--- src/rtl/mips_trace_monitor.sv ---
// rtl/mips_trace_monitor.sv - commit-trace FIFO with run-complete and watchdog detection
// Optional feature macro: TRACE_OVERWRITE_EN (circular trace keeping the newest DEPTH records).
module mips_trace_monitor #(
  parameter int DATA_W         = 32,
  parameter int ADDR_W         = 32,
  parameter int DEPTH          = 16,
  parameter int STALL_LIMIT    = 2,
  parameter int TIMEOUT_CYCLES = 500,
  localparam int REC_W         = 2*ADDR_W + 2*DATA_W + 39,
  localparam int CNT_W         = $clog2(DEPTH+1)
) (
  input  logic              clk,
  input  logic              reset,
  input  logic              enable,
  input  logic [ADDR_W-1:0] pc,
  input  logic [31:0]       instr,
  input  logic              rf_we,
  input  logic [4:0]        rf_waddr,
  input  logic [DATA_W-1:0] rf_wdata,
  input  logic              dm_we,
  input  logic [ADDR_W-1:0] dm_addr,
  input  logic [DATA_W-1:0] dm_wdata,
  output logic              rd_valid,
  input  logic              rd_ready,
  output logic [REC_W-1:0]  rd_data,
  output logic [CNT_W-1:0]  count,
  output logic              overflow,
  output logic              done,
  output logic              timeout
);

  localparam int PTR_W   = $clog2(DEPTH);
  localparam int STALL_W = $clog2(STALL_LIMIT+1);
  localparam int CYC_W   = $clog2(TIMEOUT_CYCLES+1);
  localparam logic [31:0] HALT_INSTR = 32'h0000_000C;

  logic [REC_W-1:0]   mem_q [DEPTH];
  logic [REC_W-1:0]   rec;
  logic               mem_we;

  logic [PTR_W-1:0]   wr_ptr_q, wr_ptr_d;
  logic [PTR_W-1:0]   rd_ptr_q, rd_ptr_d;
  logic [CNT_W-1:0]   count_q, count_d;
  logic               overflow_q, overflow_d;
  logic               done_q, done_d;
  logic               timeout_q, timeout_d;
  logic [STALL_W-1:0] stall_q, stall_d;
  logic [ADDR_W-1:0]  prev_pc_q, prev_pc_d;
  logic               have_prev_q, have_prev_d;
  logic [CYC_W-1:0]   cyc_q, cyc_d;

  logic               push;
  logic               pop;
  logic               full;
  logic [STALL_W-1:0] stall_next;

  assign rec      = {pc, instr, rf_we, rf_waddr, rf_wdata, dm_we, dm_addr, dm_wdata};
  assign rd_valid = (count_q != '0);
  assign rd_data  = rd_valid ? mem_q[rd_ptr_q] : '0;
  assign count    = count_q;
  assign overflow = overflow_q;
  assign done     = done_q;
  assign timeout  = timeout_q;

  // Next-state for FIFO pointers, sticky flags, stall detector and watchdog
  always_comb begin
    wr_ptr_d    = wr_ptr_q;
    rd_ptr_d    = rd_ptr_q;
    count_d     = count_q;
    overflow_d  = overflow_q;
    done_d      = done_q;
    timeout_d   = timeout_q;
    stall_d     = stall_q;
    prev_pc_d   = prev_pc_q;
    have_prev_d = have_prev_q;
    cyc_d       = cyc_q;
    mem_we      = 1'b0;
    stall_next  = '0;

    push = enable && !done_q && !timeout_q;
    pop  = rd_valid && rd_ready;
    full = (count_q == CNT_W'(DEPTH));

    if (push && pop) begin
      mem_we   = 1'b1;
      wr_ptr_d = wr_ptr_q + PTR_W'(1);
      rd_ptr_d = rd_ptr_q + PTR_W'(1);
    end else if (push) begin
      if (!full) begin
        mem_we   = 1'b1;
        wr_ptr_d = wr_ptr_q + PTR_W'(1);
        count_d  = count_q + CNT_W'(1);
      end else begin
        overflow_d = 1'b1;
`ifdef TRACE_OVERWRITE_EN
        // When full, wr_ptr equals rd_ptr, so this write replaces the oldest record.
        mem_we   = 1'b1;
        wr_ptr_d = wr_ptr_q + PTR_W'(1);
        rd_ptr_d = rd_ptr_q + PTR_W'(1);
`endif
      end
    end else if (pop) begin
      rd_ptr_d = rd_ptr_q + PTR_W'(1);
      count_d  = count_q - CNT_W'(1);
    end

    if (push) begin
      if (have_prev_q && (pc == prev_pc_q)) begin
        stall_next = (stall_q == STALL_W'(STALL_LIMIT)) ? stall_q : stall_q + STALL_W'(1);
      end
      stall_d     = stall_next;
      prev_pc_d   = pc;
      have_prev_d = 1'b1;
      if ((instr == HALT_INSTR) || (stall_next >= STALL_W'(STALL_LIMIT))) begin
        done_d = 1'b1;
      end
    end

    // Watchdog counts the same qualified cycles; done on the same edge takes priority.
    if (enable && !done_q && !timeout_q) begin
      if (cyc_q != CYC_W'(TIMEOUT_CYCLES)) begin
        cyc_d = cyc_q + CYC_W'(1);
      end
      if ((cyc_d == CYC_W'(TIMEOUT_CYCLES)) && !done_d) begin
        timeout_d = 1'b1;
      end
    end
  end

  // Control state registers with asynchronous active-low reset
  always_ff @(posedge clk or negedge reset) begin
    if (!reset) begin
      wr_ptr_q    <= '0;
      rd_ptr_q    <= '0;
      count_q     <= '0;
      overflow_q  <= 1'b0;
      done_q      <= 1'b0;
      timeout_q   <= 1'b0;
      stall_q     <= '0;
      prev_pc_q   <= '0;
      have_prev_q <= 1'b0;
      cyc_q       <= '0;
    end else begin
      wr_ptr_q    <= wr_ptr_d;
      rd_ptr_q    <= rd_ptr_d;
      count_q     <= count_d;
      overflow_q  <= overflow_d;
      done_q      <= done_d;
      timeout_q   <= timeout_d;
      stall_q     <= stall_d;
      prev_pc_q   <= prev_pc_d;
      have_prev_q <= have_prev_d;
      cyc_q       <= cyc_d;
    end
  end

  // Trace storage; contents are masked by count, so no reset is needed
  always_ff @(posedge clk) begin
    if (mem_we) begin
      mem_q[wr_ptr_q] <= rec;
    end
  end

endmodule
--- config.mk ---
export PLATFORM = sky130hd
export DESIGN_NAME = mips_trace_monitor
export DESIGN_NICKNAME = d
export VERILOG_FILES = /design/src/rtl/mips_trace_monitor.sv
export SDC_FILE = /design/constraint.sdc
export NUM_CORES = 2
export LEC_CHECK = 0
export CAP_MARGIN = 5
export CORE_MARGIN = 10
export CORE_UTILIZATION = 44
export CTS_BUF_LIST = sky130_fd_sc_hd__clkbuf_16
export DETAILED_ROUTE_END_ITERATION = 16
export PLACE_DENSITY_LB_ADDON = 0.3
export SYNTH_ARGS = -nofsm -noshare
export SYNTH_HDL_FRONTEND = slang
export SYNTH_SLANG_ARGS = --single-unit
--- constraint.sdc ---
create_clock -name clk -period 15.19 [get_ports clk]
set_input_delay 3.7975 -clock clk [delete_from_list [all_inputs] [get_ports clk]]
set_output_delay 3.7975 -clock clk [all_outputs]
set_load 0.05 [all_outputs]
==> flow_metrics.env <==
export IMPL_dr_total_vias=46900
export IMPL_antenna_left=0
export IMPL_final_cells=8107
export IMPL_hold_viol=0
export IMPL_rows=178
export IMPL_final_util_pct=51.2
export IMPL_via_per_inst=5.78
export IMPL_core_area_um2=236000
export IMPL_grt_pass1_vias=49000
export IMPL_syn_inst=4240
export IMPL_io_pins=347
export IMPL_h_tree_depth=5
export IMPL_area_delta_synth_final_pct=15.6
export IMPL_synth_seq_cells=2732
export IMPL_antenna_found_initial=46
export IMPL_ys_warn_count=0
export IMPL_critical_path_class="reg -> out"
export IMPL_dr_pass1_iters=5
export IMPL_fillers=18300
export IMPL_start_util_pct=44.3
export IMPL_ir_drop_v=0.000215
export IMPL_outcome="finished clean"
export IMPL_die_area_um2=257000
export IMPL_globalRouteOverflowTotal=0
export IMPL_die_h_um=507
export IMPL_drc=0
export IMPL_p_per_area_nw_per_um2=207
export IMPL_fin_crit_sh_pct=63.1
export IMPL_crit_fanout=87
export IMPL_wl_per_cell_um=29.7
export IMPL_final_common_cell="edfxtp_1"
export IMPL_drive_gt1_share_pct=26.6
export IMPL_drt_iter0_markers=4467
export IMPL_post_cts_buffers=0
export IMPL_ys_types=53
export IMPL_finalSetupViolCount=0
export IMPL_place_inst=7585
export IMPL_mostFrequentLayoutCells="edfxtp_1 (2672), mux4_2 (835), clkdlybuf4s50_1 (345)"
export IMPL_ys_seq_area_share_pct=78.3
export IMPL_root_buffer="clkbuf_16"
export IMPL_end_kind="output pin"
export IMPL_cts_buffers=297
export IMPL_fp_dieW_um=507
export IMPL_required_ns=11.39
export IMPL_cts_buffer_depth=4
export IMPL_routabilityCongestion=0.728
export IMPL_syn_area_per_cell_um2=24.6
export IMPL_cts_reportedPaths_clkPinSlew_ns=0.06
export IMPL_clk_latency_ns=0.94
export IMPL_worst_pin_slew_ns=1.17
export IMPL_netlist_area_um2=104000
export IMPL_cp_start_kind="register"
export IMPL_rsz0062_at_grt="no"
export IMPL_syn_num_nets=4423
export IMPL_grt_max_degree=136
export IMPL_min_path_type="reg -> reg"
export IMPL_grt_total_usage_pct=18.6
export IMPL_ctsHoldBuffers=0
export IMPL_leakage_nw=37.8
export IMPL_finalNetCount=4917
export IMPL_grt_pass1_wl_mm=352
export IMPL_dominantRegCellSynth="edfxtp_1"
export IMPL_io_buffers=346
export IMPL_numClockSinks=2732
export IMPL_fmax_mhz=104
export IMPL_clock_skew_ns=0.0575
export IMPL_drt_wl_total_mm=241
export IMPL_cts_tree="done"
export IMPL_dp_hpwl_mm=123
export IMPL_async_flop_share_pct=2.20
export IMPL_cp_arrival_ns=5.79
export IMPL_slew_headroom_pct=21.8
export IMPL_synth_edf_count=2672
export IMPL_cts_resized=0
export IMPL_cap_violations=0
export IMPL_drv_slew=0
export IMPL_period_needed_ns=9.58
## registers in the layout (all words and copies together) (netlist names)
name         flops
timeout          1
mem_q         2672
count            5
rd_ptr_q         4
have_prev_q      1
done             1
overflow         1
cyc_q            9
prev_pc_q       32
stall_q          2
wr_ptr_q         4
## cell type report
cell class	count	area [um^2]	share of cell area, %
Clock buffer	305	7630	6.32
Clock inverter	203	1480	1.22
Sequential cell	2732	81800	67.7
Antenna cell	14	35.0	0.0290
Multi-Input combinational cell	1273	21600	17.9
Timing Repair Buffer	413	4240	3.51
Inverter	17	63.8	0.0529
Tap cell	3150	3940	3.26
## power by group
group / internal (mW) / leakage, nW / switching (mW)
clock network: 3.99 / 4.69 / 2.78
logic: 3.70 / 8.29 / 5.19
registers: 9.04 / 24.9 / 0.297
total: 16.7 / 37.8 / 8.27
## worst max-delay path, stage by stage, from the launching register on
cell             delay, ns
dfrtp_4               0.98
buf_12                0.58
buf_4                 0.94
mux4_2                0.62
mux4_2                0.54
and2_1                0.20
clkdlybuf4s50_1       0.70
## metrics by stage
step / hold slack, ns / setup TNS (ns) / setup WS, ns / power [mW] / cell area, um^2
3_5_place_dp: 0.462 / 0 / 5.86 / 18.6 / 112000
4_1_cts: 0.480 / 0 / 5.46 / 25.4 / 121000
5_1_grt: 0.503 / 0 / 5.20 / 26.0 / 121000
3_3_place_gp: 0.450 / 0 / 5.87 / 18.6 / 112000
6_report: 0.477 / 0 / 5.61 / 25.0 / 121000
2_1_floorplan: 0.435 / -1240.10 / -1.86 / 15.7 / 104000
## layer usage
| metal | global-route usage (%) | vias to the layer above | wire [um] |
|---|---|---|---|
| met2 | 29.4 | 1640 | 117000 |
| met4 | 4.88 | 22 | 5360 |
| li1 | - | 19200 | - |
| met5 | 0 | - | 155 |
| met3 | 4.08 | 387 | 17500 |
| met1 | 26.5 | 25600 | 101000 |
## synthesized netlist by cell type, drive strengths merged (2+ instances only)
cell type	instances	area, um^2
nand2	107	402
nand3	5	25.0
mux4	835	18800
clkbuf	127	477
mux2i	2	20.0
and2	175	1090
nor3b	3	27.5
nor2b	3	18.8
nand4	8	50.1
or2	2	12.5
inv	16	60.1
ha	11	138
a31oi	4	25.0
a21o	3	22.5
edfxtp	2672	80200
o21ai	7	35.0
nor3	7	35.0
a2111oi	2	17.5
a21oi	5	25.0
nor4	12	75.1
nor2	11	41.3
dfrtp	60	1500
buf	91	648
mux2	2	22.5
xor2	23	201
and3	3	18.8
xnor2	25	219
## cells by family after synthesis
logic type                 after synthesis  synth area share, %
buffers and inverters                  235                 1.14
AOI/OAI and AO/OA                       31                0.200
DFF                                   2732                 78.3
and+or+nand+nor                        343                 1.78
xor gates and xnor gates                48                0.403
muxes                                  839                 18.0
adders and majority gates               12                0.151
## path summary, 6_finish.rpt
path	startpoint	to	slack [ns]	depth (start not counted)
min in group asynchronous	reset	prev_pc_q[6]	2.96	1
min reg2reg	have_prev_q	have_prev_q	0.48	1
max in group asynchronous	reset	rd_ptr_q[3]	11.63	1
min	have_prev_q	have_prev_q	0.48	1
max	rd_ptr_q[0]	rd_data[28]	5.61	6
max reg2reg	timeout	mem_q[3][14]	9.63	7
No activity file was read; power rests on OpenSTA's default activity.
